## src/rtl/jtag_master_if.sv

```systemverilog
// Command/response port of the JTAG initiator.
// Valid/ready: a command transfers on a rising clk edge where cmd_valid && cmd_ready;
// rsp_valid is a single-cycle pulse with no back-pressure.
interface jtag_master_if #(
    parameter int MAX_BITS = 32
);
    logic                cmd_valid;
    logic                cmd_ready;
    logic [1:0]          cmd_op;
    logic [5:0]          cmd_len;
    logic [MAX_BITS-1:0] cmd_data;
    logic                rsp_valid;
    logic [MAX_BITS-1:0] rsp_data;
    logic                busy;

    modport master (
        output cmd_valid, cmd_op, cmd_len, cmd_data,
        input  cmd_ready, rsp_valid, rsp_data, busy
    );

    modport slave (
        input  cmd_valid, cmd_op, cmd_len, cmd_data,
        output cmd_ready, rsp_valid, rsp_data, busy
    );
endinterface

```

## src/rtl/jtag_master.sv

```systemverilog
// Host-side JTAG initiator: TAP reset, IR shift or DR shift of 1..MAX_BITS bits,
// returning the TDO bits captured during the shift phase.
module jtag_master #(
    parameter int CLK_DIV  = 4,
    parameter int MAX_BITS = 32
) (
    input  logic          clk,
    input  logic          rst_n,
    jtag_master_if.slave  bus,
    output logic          tck,
    output logic          tms,
    output logic          tdi,
    input  logic          tdo,
    output logic [2:0]    dbg_state
);
    typedef enum logic [2:0] {
        IDLE  = 3'd0,
        PRE   = 3'd1,
        SHIFT = 3'd2,
        POST  = 3'd3,
        DONE  = 3'd4
    } state_t;

    localparam int            DW       = (CLK_DIV > 1) ? $clog2(CLK_DIV) : 1;
    localparam logic [DW-1:0] DIV_LAST = DW'(CLK_DIV - 1);
    localparam logic [5:0]    MAX_LEN  = 6'(MAX_BITS);

    state_t              state;
    logic [DW-1:0]       div_cnt;
    logic [5:0]          bit_cnt;
    logic [5:0]          nbits;
    logic [1:0]          op;
    logic [MAX_BITS-1:0] data;
    logic [MAX_BITS-1:0] cap;
    logic [MAX_BITS-1:0] rsp_data_r;
    logic                ready_r;
    logic                rsp_valid_r;
    logic [5:0]          len_eff;
    logic [1:0]          op_eff;
    logic                half_end;

    // TMS value of preamble TCK idx; op 01 = IR, 10 = DR, else TAP reset.
    function automatic logic pre_tms(input logic [1:0] o, input logic [5:0] idx);
        case (o)
            2'b01:   pre_tms = (idx < 6'd2);
            2'b10:   pre_tms = (idx == 6'd0);
            default: pre_tms = (idx < 6'd5);
        endcase
    endfunction

    function automatic logic [5:0] pre_last(input logic [1:0] o);
        case (o)
            2'b01:   pre_last = 6'd3;
            2'b10:   pre_last = 6'd2;
            default: pre_last = 6'd5;
        endcase
    endfunction

    always_comb begin
        len_eff = bus.cmd_len;
        if (bus.cmd_len == 6'd0)
            len_eff = 6'd1;
        else if (bus.cmd_len > MAX_LEN)
            len_eff = MAX_LEN;
        op_eff = (bus.cmd_op == 2'b11) ? 2'b00 : bus.cmd_op;
    end

    assign half_end = (div_cnt == DIV_LAST);

    always_ff @(posedge clk) begin
        if (!rst_n) begin
            state       <= IDLE;
            div_cnt     <= '0;
            bit_cnt     <= '0;
            nbits       <= 6'd1;
            op          <= 2'b00;
            data        <= '0;
            cap         <= '0;
            tck         <= 1'b0;
            tms         <= 1'b1;
            tdi         <= 1'b0;
            ready_r     <= 1'b1;
            rsp_valid_r <= 1'b0;
            rsp_data_r  <= '0;
        end else begin
            rsp_valid_r <= 1'b0;
            case (state)
                IDLE, DONE: begin
                    state <= IDLE;
                    if (bus.cmd_valid) begin
                        state   <= PRE;
                        op      <= op_eff;
                        nbits   <= len_eff;
                        data    <= bus.cmd_data;
                        cap     <= '0;
                        div_cnt <= '0;
                        bit_cnt <= '0;
                        tck     <= 1'b0;
                        tms     <= 1'b1;
                        tdi     <= 1'b0;
                        ready_r <= 1'b0;
                    end
                end
                default: begin
                    if (!half_end) begin
                        div_cnt <= div_cnt + 1'b1;
                    end else begin
                        div_cnt <= '0;
                        if (!tck) begin
                            tck <= 1'b1;
                            if (state == SHIFT)
                                cap <= cap | (MAX_BITS'(tdo) << bit_cnt);
                        end else begin
                            // Falling TCK: the only point where TMS/TDI advance.
                            tck <= 1'b0;
                            case (state)
                                PRE: begin
                                    if (bit_cnt == pre_last(op)) begin
                                        if (op == 2'b00) begin
                                            state       <= DONE;
                                            ready_r     <= 1'b1;
                                            rsp_valid_r <= 1'b1;
                                            rsp_data_r  <= cap;
                                            tms         <= 1'b0;
                                            tdi         <= 1'b0;
                                        end else begin
                                            state   <= SHIFT;
                                            bit_cnt <= '0;
                                            tms     <= (nbits == 6'd1);
                                            tdi     <= data[0];
                                        end
                                    end else begin
                                        bit_cnt <= bit_cnt + 6'd1;
                                        tms     <= pre_tms(op, bit_cnt + 6'd1);
                                    end
                                end
                                SHIFT: begin
                                    if (bit_cnt == nbits - 6'd1) begin
                                        state   <= POST;
                                        bit_cnt <= '0;
                                        tms     <= 1'b1;
                                        tdi     <= 1'b0;
                                    end else begin
                                        bit_cnt <= bit_cnt + 6'd1;
                                        tms     <= (bit_cnt + 6'd2 == nbits);
                                        data    <= data >> 1;
                                        tdi     <= data[1];
                                    end
                                end
                                POST: begin
                                    if (bit_cnt != 6'd0) begin
                                        state       <= DONE;
                                        ready_r     <= 1'b1;
                                        rsp_valid_r <= 1'b1;
                                        rsp_data_r  <= cap;
                                        tms         <= 1'b0;
                                        tdi         <= 1'b0;
                                    end else begin
                                        bit_cnt <= 6'd1;
                                        tms     <= 1'b0;
                                    end
                                end
                                default: ;
                            endcase
                        end
                    end
                end
            endcase
        end
    end

    assign bus.cmd_ready = ready_r;
    assign bus.busy      = ~ready_r;
    assign bus.rsp_valid = rsp_valid_r;
    assign bus.rsp_data  = rsp_data_r;
    assign dbg_state     = state;
endmodule

```

## src/flat_wrapper.sv

```systemverilog
// flat-port wrapper written by rule: the top's interface ports become plain ports
module jtag_master_flat 
#(
    parameter int CLK_DIV  = 4,
    parameter int MAX_BITS = 32
)
  (clk, rst_n, tck, tms, tdi, tdo, dbg_state, bus_cmd_valid, bus_cmd_op, bus_cmd_len, bus_cmd_data, bus_cmd_ready, bus_rsp_valid, bus_rsp_data, bus_busy);
  jtag_master_if #(.MAX_BITS(MAX_BITS)) bus_i ();
  input  logic clk;
  input  logic rst_n;
  output logic tck;
  output logic tms;
  output logic tdi;
  input  logic tdo;
  output logic [2:0] dbg_state;
  input wire logic [$bits(bus_i.cmd_valid)-1:0] bus_cmd_valid;
  input wire logic [$bits(bus_i.cmd_op)-1:0] bus_cmd_op;
  input wire logic [$bits(bus_i.cmd_len)-1:0] bus_cmd_len;
  input wire logic [$bits(bus_i.cmd_data)-1:0] bus_cmd_data;
  output wire logic [$bits(bus_i.cmd_ready)-1:0] bus_cmd_ready;
  output wire logic [$bits(bus_i.rsp_valid)-1:0] bus_rsp_valid;
  output wire logic [$bits(bus_i.rsp_data)-1:0] bus_rsp_data;
  output wire logic [$bits(bus_i.busy)-1:0] bus_busy;
  assign bus_i.cmd_valid = bus_cmd_valid;
  assign bus_i.cmd_op = bus_cmd_op;
  assign bus_i.cmd_len = bus_cmd_len;
  assign bus_i.cmd_data = bus_cmd_data;
  assign bus_cmd_ready = bus_i.cmd_ready;
  assign bus_rsp_valid = bus_i.rsp_valid;
  assign bus_rsp_data = bus_i.rsp_data;
  assign bus_busy = bus_i.busy;
  jtag_master #(.CLK_DIV(CLK_DIV), .MAX_BITS(MAX_BITS)) u_core (.clk(clk), .rst_n(rst_n), .bus(bus_i), .tck(tck), .tms(tms), .tdi(tdi), .tdo(tdo), .dbg_state(dbg_state));
endmodule
```

## config.mk

```make
export PLATFORM = sky130hd
export DESIGN_NAME = jtag_master_flat
export DESIGN_NICKNAME = d
export VERILOG_FILES = /design/src/rtl/jtag_master_if.sv /design/src/rtl/jtag_master.sv /design/src/flat_wrapper.sv
export SDC_FILE = /design/constraint.sdc
export NUM_CORES = 1
export LEC_CHECK = 0
export ABC_AREA = 1
export CORE_UTILIZATION = 54
export DETAILED_ROUTE_END_ITERATION = 10
export GPL_TIMING_DRIVEN = 0
export PLACE_DENSITY = 0.9
export SYNTH_ARGS = -nofsm -noshare
export SYNTH_HDL_FRONTEND = slang
export SYNTH_SLANG_ARGS = --single-unit
```

## constraint.sdc

```tcl
create_clock -name clk -period 2.8 [get_ports clk]
set_clock_uncertainty 0.2 [all_clocks]
set_input_delay 0.56 -clock clk [delete_from_list [all_inputs] [get_ports clk]]
set_output_delay 0.56 -clock clk [all_outputs]
set_load 0.01 [all_outputs]
```

==> results.json <==
{
  "synth_seq_area_share_pct": 41.6,
  "drtIter0Drc": 507,
  "cts_buffers": 17,
  "critPathLaunch": "u_core.op[1]$_SDFFE_PN0P_",
  "yosysWarnings": 0,
  "via_count": 5939,
  "ant_nets": 0,
  "required_ps": 2990,
  "setup_viol": 0,
  "drc_errors": 0,
  "post-route-util_pct": 71.3,
  "h-tree-depth": 4,
  "synth_flop_cell": "dfxtp_1",
  "gp_congestion": 0.946,
  "run_status": "finished, final reports clean",
  "cpMostUsedCell": "nand2_2",
  "maxSlewViolCount": 0,
  "ys_types": 38,
  "peakVddDrop_v": 0.000459,
  "final_net_count": 989,
  "viasPerCell": 5.48,
  "diodes": 0,
  "rrSetupSlack_ps": 260,
  "fillers": 752,
  "fin_setup_tns_ps": 0,
  "r2r-start": "u_core.op[1]$_SDFFE_PN0P_",
  "hold_viol_final": 0,
  "layout_commonest_cell": "nand2_1",
  "path_class": "reg -> reg",
  "fp-row-count": 37,
  "clk_pin_slew_ps": 60,
  "syn_nets": 886,
  "relSlewSlack_pct": 50.4,
  "worstSetupEndpointType": "flip-flop",
  "die-area_um2": 11100,
  "syn_area_um2": 5780,
  "dp_hpwl_um": 10700,
  "rsz0062_at_grt": "false",
  "worst_slew_pin_slew_ps": 744,
  "synthCells": 831,
  "maxCapViolations": 0,
  "r2r-end": "u_core.bus.rsp_data[5]$_SDFFE_PN0P_",
  "synth_edf_count": 0,
  "max_stage_delay_ps": 380,
  "cp_slowest_cell": "dfxtp_1",
  "path_cells": "inv_1 -> ha_1 -> nand3_1 -> o21ai_2 -> nand2_2 -> nand2_2 -> nand2_2 -> nor3_4 -> nand2_4 -> buf_6 -> nand2_1 -> a21oi_1",
  "rr_worst_depth": 12,
  "post_cts_buffers": 0,
  "path_max_fanout": 10,
  "cts_hold_buf": 0,
  "final_cells": 1083,
  "core_um2": 10400,
  "grt_pass1_vias": 5663,
  "ys_seq_elements": 120,
  "clock_path_buffers": 2,
  "cp.arrival_ps": 2730,
  "fmax_mhz": 393,
  "wl_um": 15900,
  "clock-sinks": 120,
  "p_leak_nw": 3.12,
  "cp_num_cells": 12,
  "period_share_pct": 90.8,
  "dp_cells": 1051,
  "port_buffers": 84,
  "initial_core_util_pct": 55.7,
  "avgSynthCellArea_um2": 6.95,
  "post_cts_resized": 0,
  "power_density_nw_per_um2": 737,
  "critPathBufInv": 2,
  "area_growth_pct": 28.0,
  "drive_gt1_share_pct": 9.93,
  "async_flop_share_pct": 0,
  "dr.pass1.iters": 6,
  "grt_antenna_before_repair": 0,
  "fin_crit_ps": 2540,
  "wire_per_inst_um": 14.6,
  "startpoint_type": "flip-flop",
  "globalRoute.totalOverflow": 0,
  "ioPinCount": 85,
  "grt_pass1_wl_um": 26400,
  "cts_tree": "built",
  "root_buffer": "clkbuf_8",
  "critical-path-top-delay-family": "simple AND/OR/NAND/NOR gates",
  "holdCritPathClass": "reg -> reg",
  "grt_max_degree": 17,
  "worstSetupEndpoint": "u_core.bus.rsp_data[5]$_SDFFE_PN0P_",
  "final_cell_mix": "nand2_1, dfxtp_1, nor2_1, inv_1, clkdlybuf4s50_1",
  "grt_usage_pct": 29.9,
  "die_h_um": 105,
  "die_w_um": 105,
  "clkLatencyLatePin_ps": 530
}
==> worst min-delay path by stage <==
stage / from / endpoint / cells past startpoint
4_1_cts: u_core.bus.rsp_data[16]$_SDFFE_PN0P_ / u_core.bus.rsp_data[16]$_SDFFE_PN0P_ / 2
2_1_floorplan: u_core.cap[0]$_SDFFE_PN0P_ / u_core.cap[0]$_SDFFE_PN0P_ / 2
3_3_place_gp: u_core.cap[0]$_SDFFE_PN0P_ / u_core.cap[0]$_SDFFE_PN0P_ / 2
5_1_grt: u_core.bus.rsp_data[16]$_SDFFE_PN0P_ / u_core.bus.rsp_data[16]$_SDFFE_PN0P_ / 2
3_5_place_dp: u_core.cap[4]$_SDFFE_PN0P_ / u_core.cap[4]$_SDFFE_PN0P_ / 2
6_report: u_core.bus.rsp_data[17]$_SDFFE_PN0P_ / u_core.bus.rsp_data[17]$_SDFFE_PN0P_ / 2
==> area by class of cell <==
cell class	count	area [um2]	share of cell area, %
buffer	41	221	2.99
timing repair buffer	84	841	11.4
clock inverter	15	191	2.59
tap	136	170	2.30
sequential	120	2400	32.5
clock buffer	17	414	5.60
inverter	89	335	4.53
multi-input combinational	581	2820	38.1
==> report_power, final <==
| part | switching, W | total, W | internal [W] |
|---|---|---|---|
| clock | 0.000873 | 0.00225 | 0.00138 |
| sequential | 0.0000683 | 0.00192 | 0.00185 |
| combinational | 0.000858 | 0.00128 | 0.000426 |
| total | 0.00180 | 0.00545 | 0.00365 |
==> synthesized netlist by cell type, types with 9 or more instances <==
master / count / share of area, %
ha_1: 11 / 2.4
o21ai_0: 41 / 3.6
nor3_1: 12 / 1.0
nand3_2: 9 / 1.6
buf_2: 12 / 1.0
dfxtp_1: 120 / 42
nor2_1: 119 / 7.7
nand3_1: 58 / 5.0
nand2_2: 14 / 1.5
inv_1: 85 / 5.5
nand2_1: 200 / 13
clkbuf_1: 20 / 1.3
a21oi_1: 66 / 5.7
a21oi_2: 9 / 1.4
==> kinds of logic (layout without fill, tap and decap cells) <==
kind of cell | after synthesis | after routing | share of synthesized area (%)
buffers and inverters | 130 | 246 | 9.63
and+or+nand+nor | 428 | 428 | 32.2
adders and majority gates | 11 | 11 | 2.38
DFF | 120 | 120 | 41.6
AOI/OAI and AO/OA | 130 | 130 | 12.4
xor gates and xnor gates | 12 | 12 | 1.82
==> registers in the layout (all words and copies together), names as in the netlist <==
signal	count
u_core.tdi	1
u_core.tms	1
u_core.bus.rsp_valid	1
u_core.bus.rsp_data	32
u_core.nbits	6
u_core.tck	1
u_core.cap	32
u_core.bus.cmd_ready	1
u_core.dbg_state	3
u_core.div_cnt	2
u_core.op	2
u_core.bit_cnt	6
u_core.data	32
==> metrics by stage <==
| stage | hold slack [ps] | total power [W] | worst slack [ps] | instance area [um2] |
|---|---|---|---|---|
| after floorplan | 231 | 0.00283 | 658 | 5780 |
| after global placement | 240 | 0.00313 | 137 | 6790 |
| after detailed placement | 248 | 0.00317 | 88.1 | 6790 |
| after CTS | 259 | 0.00541 | 276 | 7400 |
| after global routing | 278 | 0.00568 | 64.7 | 7400 |
| final | 261 | 0.00545 | 257 | 7400 |
==> routing by layer <==
layer / track usage (%) / up-vias / routed length, um
met2: 50.8 / 347 / 7660
li1: - / 2842 / -
met5: 0 / - / 0
met4: 11.7 / 0 / 444
met3: 7.79 / 65 / 1480
met1: 35.9 / 2685 / 6280
==> worst min-delay path, cell delays in order, from the launching register on <==
cell and delay [ps]:
dfxtp_1 310, nand2_1 60, a21oi_1 50
(Power assumes the default switching activity.)
